**src/rtl/sprite_compositor.sv**
```systemverilog
// Multi-sprite pixel compositor.
// It overlays up to NUM_SPRITES animated 1-bpp sprites on the background tile colour.
// Sprite registers are double-buffered and load on frame_start.
// Sprite 0 is checked for collisions against every other sprite.
// Pixel in at cycle t gives colour out at t+2. One pixel per cycle, no stalls.
module sprite_compositor #(
  parameter int NUM_SPRITES = 4,
  parameter int SPRITE_SIZE = 8,
  parameter int COORD_W     = 12,
  parameter int COLOR_W     = 12,
  parameter int ANIM_DIV    = 8,
  localparam int LW         = $clog2(SPRITE_SIZE)
) (
  input  logic                               clk,
  input  logic                               rst_n,
  input  logic                               frame_start,
  input  logic                               video_on,
  input  logic [COORD_W-1:0]                 pixel_x,
  input  logic [COORD_W-1:0]                 pixel_y,
  input  logic [COLOR_W-1:0]                 tile_color,
  input  logic [NUM_SPRITES*COORD_W-1:0]     spr_x,
  input  logic [NUM_SPRITES*COORD_W-1:0]     spr_y,
  input  logic [NUM_SPRITES-1:0]             spr_en,
  input  logic [NUM_SPRITES*COLOR_W-1:0]     spr_color,
  output logic [NUM_SPRITES*LW-1:0]          spr_row_addr,
  input  logic [NUM_SPRITES*SPRITE_SIZE-1:0] rom_row_a,
  input  logic [NUM_SPRITES*SPRITE_SIZE-1:0] rom_row_b,
  output logic [COLOR_W-1:0]                 pixel_color_out,
  output logic                               video_on_out,
  output logic                               anim_phase,
  output logic                               collision,
  output logic [NUM_SPRITES-1:0]             collision_mask
);

  localparam int CNT_W = (ANIM_DIV > 1) ? $clog2(ANIM_DIV) : 1;
  localparam logic [CNT_W-1:0] CNT_MAX = CNT_W'(ANIM_DIV - 1);
  // The bounds are one bit wider than the coordinates, so x+SIZE can never wrap past zero.
  localparam logic [COORD_W:0] SIZE_E = (COORD_W + 1)'(SPRITE_SIZE);
  // Mask that removes sprite 0 from the collision vector.
  localparam logic [NUM_SPRITES-1:0] NOT_PAC = ~(NUM_SPRITES'(1));

  // Active (frame-latched) sprite registers
  logic [NUM_SPRITES-1:0][COORD_W-1:0] act_x_q, act_x_d;
  logic [NUM_SPRITES-1:0][COORD_W-1:0] act_y_q, act_y_d;
  logic [NUM_SPRITES-1:0]              act_en_q, act_en_d;
  logic [NUM_SPRITES-1:0][COLOR_W-1:0] act_color_q, act_color_d;

  // Animation state
  logic [CNT_W-1:0] frame_cnt_q, frame_cnt_d;
  logic             anim_phase_q, anim_phase_d;

  // Pipeline stage S1
  logic [NUM_SPRITES-1:0]          s1_hit_q, s1_hit_d;
  logic [NUM_SPRITES-1:0][LW-1:0]  s1_sx_q, s1_sx_d;
  logic [COLOR_W-1:0]              s1_tile_q, s1_tile_d;
  logic                            s1_vo_q, s1_vo_d;
  logic                            s1_phase_q, s1_phase_d;

  // Pipeline stage S2 and the output colour register
  logic [NUM_SPRITES-1:0] s2_opaque_q, s2_opaque_d;
  logic                   s2_vo_q, s2_vo_d;
  logic [COLOR_W-1:0]     pix_q, pix_d;

  // Sticky collision state
  logic [NUM_SPRITES-1:0] mask_q, mask_d;
  logic [NUM_SPRITES-1:0] set_bits;

  // Per-sprite combinational results
  logic [NUM_SPRITES-1:0]         hit_c;
  logic [NUM_SPRITES-1:0][LW-1:0] sx_c;
  logic [NUM_SPRITES-1:0]         opaque_c;

  // Shadow registers are copied into the active set only on frame_start
  always_comb begin
    act_x_d     = act_x_q;
    act_y_d     = act_y_q;
    act_en_d    = act_en_q;
    act_color_d = act_color_q;
    if (frame_start) begin
      act_x_d     = spr_x;
      act_y_d     = spr_y;
      act_en_d    = spr_en;
      act_color_d = spr_color;
    end
  end

  // Count frames. The phase flips each time the counter wraps to zero.
  always_comb begin
    frame_cnt_d  = frame_cnt_q;
    anim_phase_d = anim_phase_q;
    if (frame_start) begin
      if (frame_cnt_q == CNT_MAX) begin
        frame_cnt_d  = '0;
        anim_phase_d = ~anim_phase_q;
      end else begin
        frame_cnt_d = frame_cnt_q + 1'b1;
      end
    end
  end

  // Stage 0: bounding-box hit test, local column, and ROM row address for each sprite
  genvar gi;
  generate
    for (gi = 0; gi < NUM_SPRITES; gi++) begin : g_stage0
      logic [COORD_W:0] px_e, py_e, x_e, y_e;
      logic             in_x, in_y;

      // Widen the coordinates so the upper bound compare stays exact at the screen edge
      always_comb begin
        px_e = {1'b0, pixel_x};
        py_e = {1'b0, pixel_y};
        x_e  = {1'b0, act_x_q[gi]};
        y_e  = {1'b0, act_y_q[gi]};
        in_x = (px_e >= x_e) && (px_e < x_e + SIZE_E);
        in_y = (py_e >= y_e) && (py_e < y_e + SIZE_E);
      end

      assign hit_c[gi] = act_en_q[gi] && in_x && in_y;
      // Only the low LW bits of the differences are needed, so subtract just those bits.
      assign sx_c[gi]  = pixel_x[LW-1:0] - act_x_q[gi][LW-1:0];
      assign spr_row_addr[gi*LW +: LW] = pixel_y[LW-1:0] - act_y_q[gi][LW-1:0];
    end
  endgenerate

  // Stage 1: select the ROM row for the captured phase, then test the column bit
  generate
    for (gi = 0; gi < NUM_SPRITES; gi++) begin : g_stage1
      logic [SPRITE_SIZE-1:0] row;
      assign row = s1_phase_q ? rom_row_b[gi*SPRITE_SIZE +: SPRITE_SIZE]
                              : rom_row_a[gi*SPRITE_SIZE +: SPRITE_SIZE];
      // Bit 0 of the row is the leftmost pixel
      assign opaque_c[gi] = s1_hit_q[gi] & row[s1_sx_q[gi]];
    end
  endgenerate

  // Next-state values for the pipeline registers
  always_comb begin
    s1_hit_d    = hit_c;
    s1_sx_d     = sx_c;
    s1_tile_d   = tile_color;
    s1_vo_d     = video_on;
    s1_phase_d  = anim_phase_q;
    s2_opaque_d = opaque_c;
    s2_vo_d     = s1_vo_q;
  end

  // Priority mux: blank, else lowest-index opaque sprite, else background
  always_comb begin
    pix_d = '0;
    if (s1_vo_q) begin
      pix_d = s1_tile_q;
      for (int i = NUM_SPRITES - 1; i >= 0; i--) begin
        if (opaque_c[i]) begin
          pix_d = act_color_q[i];
        end
      end
    end
  end

  // Collision accumulation. A hit that arrives together with frame_start is kept.
  always_comb begin
    set_bits = '0;
    if (s2_vo_q && s2_opaque_q[0]) begin
      set_bits = s2_opaque_q & NOT_PAC;
    end
    mask_d = frame_start ? set_bits : (mask_q | set_bits);
  end

  // Active sprite register bank
  always_ff @(posedge clk) begin
    if (!rst_n) begin
      act_x_q     <= '0;
      act_y_q     <= '0;
      act_en_q    <= '0;
      act_color_q <= '0;
    end else begin
      act_x_q     <= act_x_d;
      act_y_q     <= act_y_d;
      act_en_q    <= act_en_d;
      act_color_q <= act_color_d;
    end
  end

  // Animation counter and phase
  always_ff @(posedge clk) begin
    if (!rst_n) begin
      frame_cnt_q  <= '0;
      anim_phase_q <= 1'b0;
    end else begin
      frame_cnt_q  <= frame_cnt_d;
      anim_phase_q <= anim_phase_d;
    end
  end

  // Pixel pipeline registers. Reset flushes everything in flight.
  always_ff @(posedge clk) begin
    if (!rst_n) begin
      s1_hit_q    <= '0;
      s1_sx_q     <= '0;
      s1_tile_q   <= '0;
      s1_vo_q     <= 1'b0;
      s1_phase_q  <= 1'b0;
      s2_opaque_q <= '0;
      s2_vo_q     <= 1'b0;
      pix_q       <= '0;
    end else begin
      s1_hit_q    <= s1_hit_d;
      s1_sx_q     <= s1_sx_d;
      s1_tile_q   <= s1_tile_d;
      s1_vo_q     <= s1_vo_d;
      s1_phase_q  <= s1_phase_d;
      s2_opaque_q <= s2_opaque_d;
      s2_vo_q     <= s2_vo_d;
      pix_q       <= pix_d;
    end
  end

  // Sticky collision mask
  always_ff @(posedge clk) begin
    if (!rst_n) begin
      mask_q <= '0;
    end else begin
      mask_q <= mask_d;
    end
  end

  assign pixel_color_out = pix_q;
  assign video_on_out    = s2_vo_q;
  assign anim_phase      = anim_phase_q;
  assign collision_mask  = mask_q;
  assign collision       = |mask_q;

endmodule

```
**config.mk**
```make
export PLATFORM = sky130hd
export DESIGN_NAME = sprite_compositor
export DESIGN_NICKNAME = d
export VERILOG_FILES = /design/src/rtl/sprite_compositor.sv
export SDC_FILE = /design/constraint.sdc
export NUM_CORES = 1
export LEC_CHECK = 0
export CORE_MARGIN = 2
export CORE_UTILIZATION = 57
export DETAILED_ROUTE_END_ITERATION = 7
export DONT_BUFFER_PORTS = 1
export PLACE_DENSITY = 0.83
export SYNTH_ARGS = -nofsm -noshare
export SYNTH_HDL_FRONTEND = slang
export SYNTH_SLANG_ARGS = --single-unit
```
**constraint.sdc**
```tcl
create_clock -name clk -period 5.5 [get_ports clk]
set_input_delay 1.1 -clock clk [delete_from_list [all_inputs] [get_ports clk]]
set_output_delay 1.1 -clock clk [all_outputs]
set_load 0.05 [all_outputs]
```
Word-level counts from Yosys, hierarchy flattened

Index checks and enable logic that the tools add are counted.

Eq/ne operators: 1
Add/sub/neg operators: 17
Muxes and demuxes: 19
Bitwise logic cells: 6
$lt $le $gt $ge: 20
Reductions and logical operators: 20

Operators with widths:

| kind                                               | count |
|---|---|
| adder 12 x 4 -> 13 bit, second input constant      | 8 |
| < comparator 12 x 13 -> 1 bit                      | 8 |
| >= comparator 12 bit                               | 8 |
| two-way mux 12 bit                                 | 4 |
| two-way mux 8 bit                                  | 4 |
| subtractor 3 bit                                   | 8 |
| logical AND 1 bit                                  | 17 |
| < comparator 3 x 4 -> 1 bit, second input constant | 4 |
| binary-select mux 1 bit (select 3 bit)             | 4 |
| two-way mux 4 bit                                  | 2 |
| AND 1 bit                                          | 4 |
| two-way mux 1 bit                                  | 4 |
| OR 4 bit                                           | 1 |
| AND reduction 2 bit                                | 2 |
| OR reduction 4 bit                                 | 1 |
| adder 3 x 1 -> 3 bit, second input constant        | 1 |
| equality test 3 bit, second input constant         | 1 |
| two-way mux 3 bit                                  | 1 |
| NOT 1 bit                                          | 1 |

Word-level logic and storage cells: 110
Output and inout bits: 31
Flip-flop bits (word level): 203

Depth between registers and ports, before layout

Depth in word-level cells: 8
Depth in mapped cells: 11
Mapped depth without buffers: 11

Worst setup path before layout

No wires, ideal clock.

Path type: input-to-output
From: input port pixel_y[0]
To: output port spr_row_addr[8]
Arrival: 2.578 ns
Data required time: 4.400 ns
Setup slack: 1.822 ns
Cell stages on the path: 5
Path through: inv_1 -> ha_1 -> inv_1 -> fa_1 -> xor2_1

Word-level cells in the longest chain between the ends: 1

RTL lines:

| item               | RTL line | text |
|---|---|---|
| start: declaration | 19       | `input logic [COORD_W-1:0] pixel_y,` |
| subtractor 3 bit   | 121      | `assign spr_row_addr[gi*LW +: LW] = pixel_y[LW-1:0] - act_y_q[gi][LW-1:0];` |
| end: declaration   | 25       | `output logic [NUM_SPRITES*LW-1:0] spr_row_addr,` |

No other way between the ends.

Worst setup path in the final report

From: input port pixel_y[0]
To: output port spr_row_addr[11]

Same word-level chain as after synthesis.

==> implementation parameters <==
Parameter                              Value

Layout
  Count of placed standard cells in the final layout, fillers left out    1,718
  Fillers    1,886
  Fraction of final layout cells with drive strength greater than 1    5.24%
  Layout Area Growth over Synthesis    7.27%
  Net total in the final layout    1,853
  Final design instance area without fill    14,200 µm²
  Sequential cell area    4040 µm²
  Area of the multi-input gates    8390 µm²

Logic synthesis
  Summed instance area of the synthesized netlist    13,200 µm²
  Syn_nets    1,882
  #FFs+latches synth    202
  Post-Syn Instances    1,444
  Post-synth EDFFs    0
  Mean instance size in the synthesized netlist    9.16 µm²
  Yosys cell types    64
  Yosys synthesis warning count    0
  Sequential cell area fraction in the yosys report    30.6%
  Share of async-settable or async-resettable flops after synthesis    0%
  Ys flop type    sky130_fd_sc_hd__dfxtp_1

Global route
  Antenna violations before repair    2
  Maximum number of pins on one net before global-route repair    153
  Final global-route overflow total    0
  Vias in the first global route    10.4k
  Overall track demand over capacity in global routing    27.5%
  First-pass GRT wire length    53,300 µm

Timing
  Worst setup margin    1.66 ns
  Min Clock Period, post-route    3.84 ns
  Max-slew violations    0
  RSZ-0062 raised after global routing    false
  Layout Skew    0.00923 ns
  Final setup violating endpoints    0
  Setup total negative slack    0 ns
  Max Fclk    0.260 GHz
  Tightest slew margin relative to the limit    28.6%
  Count of endpoints failing hold in the final timing report    0
  Worst Tran Pin Value    1.06 ns
  Period utilization    69.9%

Critical path
  Slowest Stage Delay on Critical Path    0.83 ns
  Crit path max-delay cell type    sky130_fd_sc_hd__xor2_1
  Critical path startpoint category    primary input
  Largest fanout of any net on the critical path    4
  Data required time at the worst endpoint    4.40 ns
  Critical Path AT    2.74 ns
  Worst path bufs/invs    2
  Crit Path Class    primary input to output port
  CP cell instances    inv_1 -> ha_1 -> inv_1 -> fa_1 -> xor2_1
  Kind of cell adding the most delay to the critical path    XOR/XNOR gates
  Critical Path Sink Type    output port
  Most prevalent standard cell on the critical path    sky130_fd_sc_hd__inv_1

Clock network
  Clock H-tree levels    1
  TritonCTS clock tree    done
  Resized Gates After CTS    0
  Clock latency of the later-clocked register in the worst-skew pair    0.52 ns
  Maximum count of clock buffers along a single path    3
  Num CTS Buffers    23
  Hold_buf cts    0
  Clock tree root buffer cell    sky130_fd_sc_hd__clkbuf_16
  Clk pin slew, worst setup/hold paths    0.06 ns
  Clock net sink count    202
  Post-CTS Repair Setup Buffers    0

Routing
  Pre-antenna DRT Iters    5
  DRT antenna net count    0
  Starting DRT DRC Count    593
  DRC violation count after routing    0
  Wirelength per Cell    20.2 µm
  Vias per Instance    6.06
  Routed via count    10.4k
  Total wire length after detailed routing    34,600 µm

Floorplan
  X dimension of the die    156 µm
  Ports placed on the boundary    283
  Die outline area    24,400 µm²
  Initial cell density of the core    58.2%
  Chip Height    156 µm
  Core region area    22,700 µm²
  Row Count    55

Power
  Total net switching power    1060 µW
  Pwr per Cell Area    277 nW/µm²
  Logic gate share of total power    16.0%
  Clk pwr share    42.4%
  Share of total power in sequential cells    41.6%
  Switching portion of total power    26.8%
  Leak pwr    0.00605 µW
  Internal power of the cells    2880 µW
  Peak ir drop on the vdd network    291 µV

Placement
  Routability congestion estimate    0.937
  Cells after DPL    1,675
  Placed Instance Area    13,300 µm²
  Port Buf Inserts    0
  Post-place setup slack    1.68 ns
  DP HPWL    26,200 µm

Outcome
  Result of the run    finished clean

Worst hold path
  Class of the tightest hold or removal check    flop to flop

Flow run
  Max-cap violations    0
==> worst min-delay path, delay by kind of cell, from the launching register on <==
family	cells	cell delay (ns)
flops	1	0.31
compound gates	1	0.05
buf+inv	1	0.06
==> cell usage after synthesis (4+ instances only) <==
cell                        number  area share (%)
sky130_fd_sc_hd__a211oi_1        5            0.28
sky130_fd_sc_hd__inv_2           4            0.11
sky130_fd_sc_hd__a31oi_1         7            0.33
sky130_fd_sc_hd__buf_2          10            0.38
sky130_fd_sc_hd__and4_1          4            0.26
sky130_fd_sc_hd__nor3b_1        12            0.68
sky130_fd_sc_hd__inv_1         138             3.9
sky130_fd_sc_hd__and3_1          9            0.43
sky130_fd_sc_hd__and3b_1        12            0.79
sky130_fd_sc_hd__buf_1          11            0.31
sky130_fd_sc_hd__or3_1           8            0.38
sky130_fd_sc_hd__xnor2_1        60             4.0
sky130_fd_sc_hd__o21a_1         15            0.85
sky130_fd_sc_hd__a21o_1         16            0.91
sky130_fd_sc_hd__mux4_2          7             1.2
sky130_fd_sc_hd__nor4_1          8            0.38
sky130_fd_sc_hd__a221oi_2       10             1.1
sky130_fd_sc_hd__nor3_1         20            0.76
sky130_fd_sc_hd__o2111ai_1       5            0.33
sky130_fd_sc_hd__a21oi_1        46             1.7
sky130_fd_sc_hd__o221ai_1        4            0.26
sky130_fd_sc_hd__mux2_1          4            0.34
sky130_fd_sc_hd__o211ai_1        7            0.40
sky130_fd_sc_hd__nand4_1        14            0.66
sky130_fd_sc_hd__a221oi_1       14            0.93
sky130_fd_sc_hd__o21ai_0        33             1.2
sky130_fd_sc_hd__and2_1         23             1.1
sky130_fd_sc_hd__o31ai_1        16            0.91
sky130_fd_sc_hd__nor2b_1        10            0.47
sky130_fd_sc_hd__mux2_2          5            0.43
sky130_fd_sc_hd__fa_1            8             1.2
sky130_fd_sc_hd__nand3_1        45             1.7
sky130_fd_sc_hd__nor2_1        182             5.2
sky130_fd_sc_hd__a2111oi_0      10            0.66
sky130_fd_sc_hd__dfxtp_1       202              31
sky130_fd_sc_hd__mux2i_1       169              13
sky130_fd_sc_hd__clkbuf_1       30            0.85
sky130_fd_sc_hd__ha_1          178              17
sky130_fd_sc_hd__xor2_1          5            0.33
sky130_fd_sc_hd__nand2_1        30            0.85
sky130_fd_sc_hd__nand2b_1        8            0.38
sky130_fd_sc_hd__o22ai_1         6            0.28
==> power groups by stage <==
stage          combinational, µW  clock, µW  sequential, µW
2_1_floorplan                545          0            1630
3_3_place_gp                 589          0            1660
3_5_place_dp                 620          0            1670
4_1_cts                      627       1700            1640
5_1_grt                      709       1750            1650
6_report                     628       1670            1640
==> area by class of cell <==
type	instances	area share (%)
antenna	2	0.0353
clock buffer	32	4.79
clock inverter	9	1.09
inverter	142	3.78
multi-input combinational	1044	59.2
sequential	202	28.5
tap	285	2.51
timing repair buffer	2	0.106
==> layout by cell type, fill, tap and decap left out, drive strengths merged, types with 9 or more instances in the layout <==
cell type / n
a2111oi: 10
a21o: 16
a21oi: 46
a221oi: 24
and2: 23
and3: 9
and3b: 12
clkbuf: 32
dfxtp: 202
ha: 178
inv: 143
mux2: 9
mux2i: 169
nand2: 30
nand3: 45
nand4: 14
nor2: 182
nor2b: 10
nor3: 21
nor3b: 13
o21a: 15
o21ai: 34
o22ai: 9
o31ai: 16
xnor2: 60
==> state kept, by name, indices dropped and copies added (netlist names) <==
name and count:
act_color_q 48, act_x_q 48, act_y_q 48, pixel_color_out 12
s1_sx_q 12, s1_tile_q 12, act_en_q 4, s1_hit_q 4
s2_opaque_q 4, collision_mask 3, frame_cnt_q 3, anim_phase 1
s1_phase_q 1, s1_vo_q 1, video_on_out 1
==> metal layers <==
metal / vias to the layer above / global-route usage (%) / wire length, µm
met3: 101 / 6.42 / 2680
met4: 0 / 12.1 / 1500
met2: 369 / 48.0 / 16700
li1: 5060 / - / -
met5: - / 0 / 0
met1: 4887 / 32.2 / 13800
==> cells by family after synthesis <==
kind of cell / Yosys count / synth area share [%]
DFF: 202 / 30.6
adders and majority gates: 186 / 18.1
and+or+nand+nor: 391 / 14.5
buffers and inverters: 198 / 5.94
AOI/OAI and AO/OA: 216 / 11.9
muxes: 185 / 14.8
other: 1 / 0.0284
xor gates and xnor gates: 65 / 4.30
==> final timing paths <==
| kind | from | to | slack (ns) | depth (start not counted) |
|---|---|---|---|---|
| worst max register to register | s1_phase_q$_SDFF_PN0_ | pixel_color_out[11]$_SDFF_PN0_ | 2.13 | 6 |
| worst min register to register | act_color_q[26]$_SDFFE_PN0P_ | pixel_color_out[2]$_SDFF_PN0_ | 0.46 | 2 |
| worst min-delay path | act_color_q[26]$_SDFFE_PN0P_ | pixel_color_out[2]$_SDFF_PN0_ | 0.46 | 2 |
| worst max-delay path | pixel_y[0] | spr_row_addr[11] | 1.66 | 5 |
==> through the flow <==
step | utilization (%) | hold slack [ns] | power (µW)
floorplan | - | 0.438 | 2180
global placement | 58.8 | 0.449 | 2250
detailed placement | 58.8 | 0.455 | 2290
CTS | 62.4 | 0.470 | 3960
global route | 62.5 | 0.485 | 4110
finish | 62.5 | 0.465 | 3930
No activity file was read; power rests on OpenSTA's default activity.
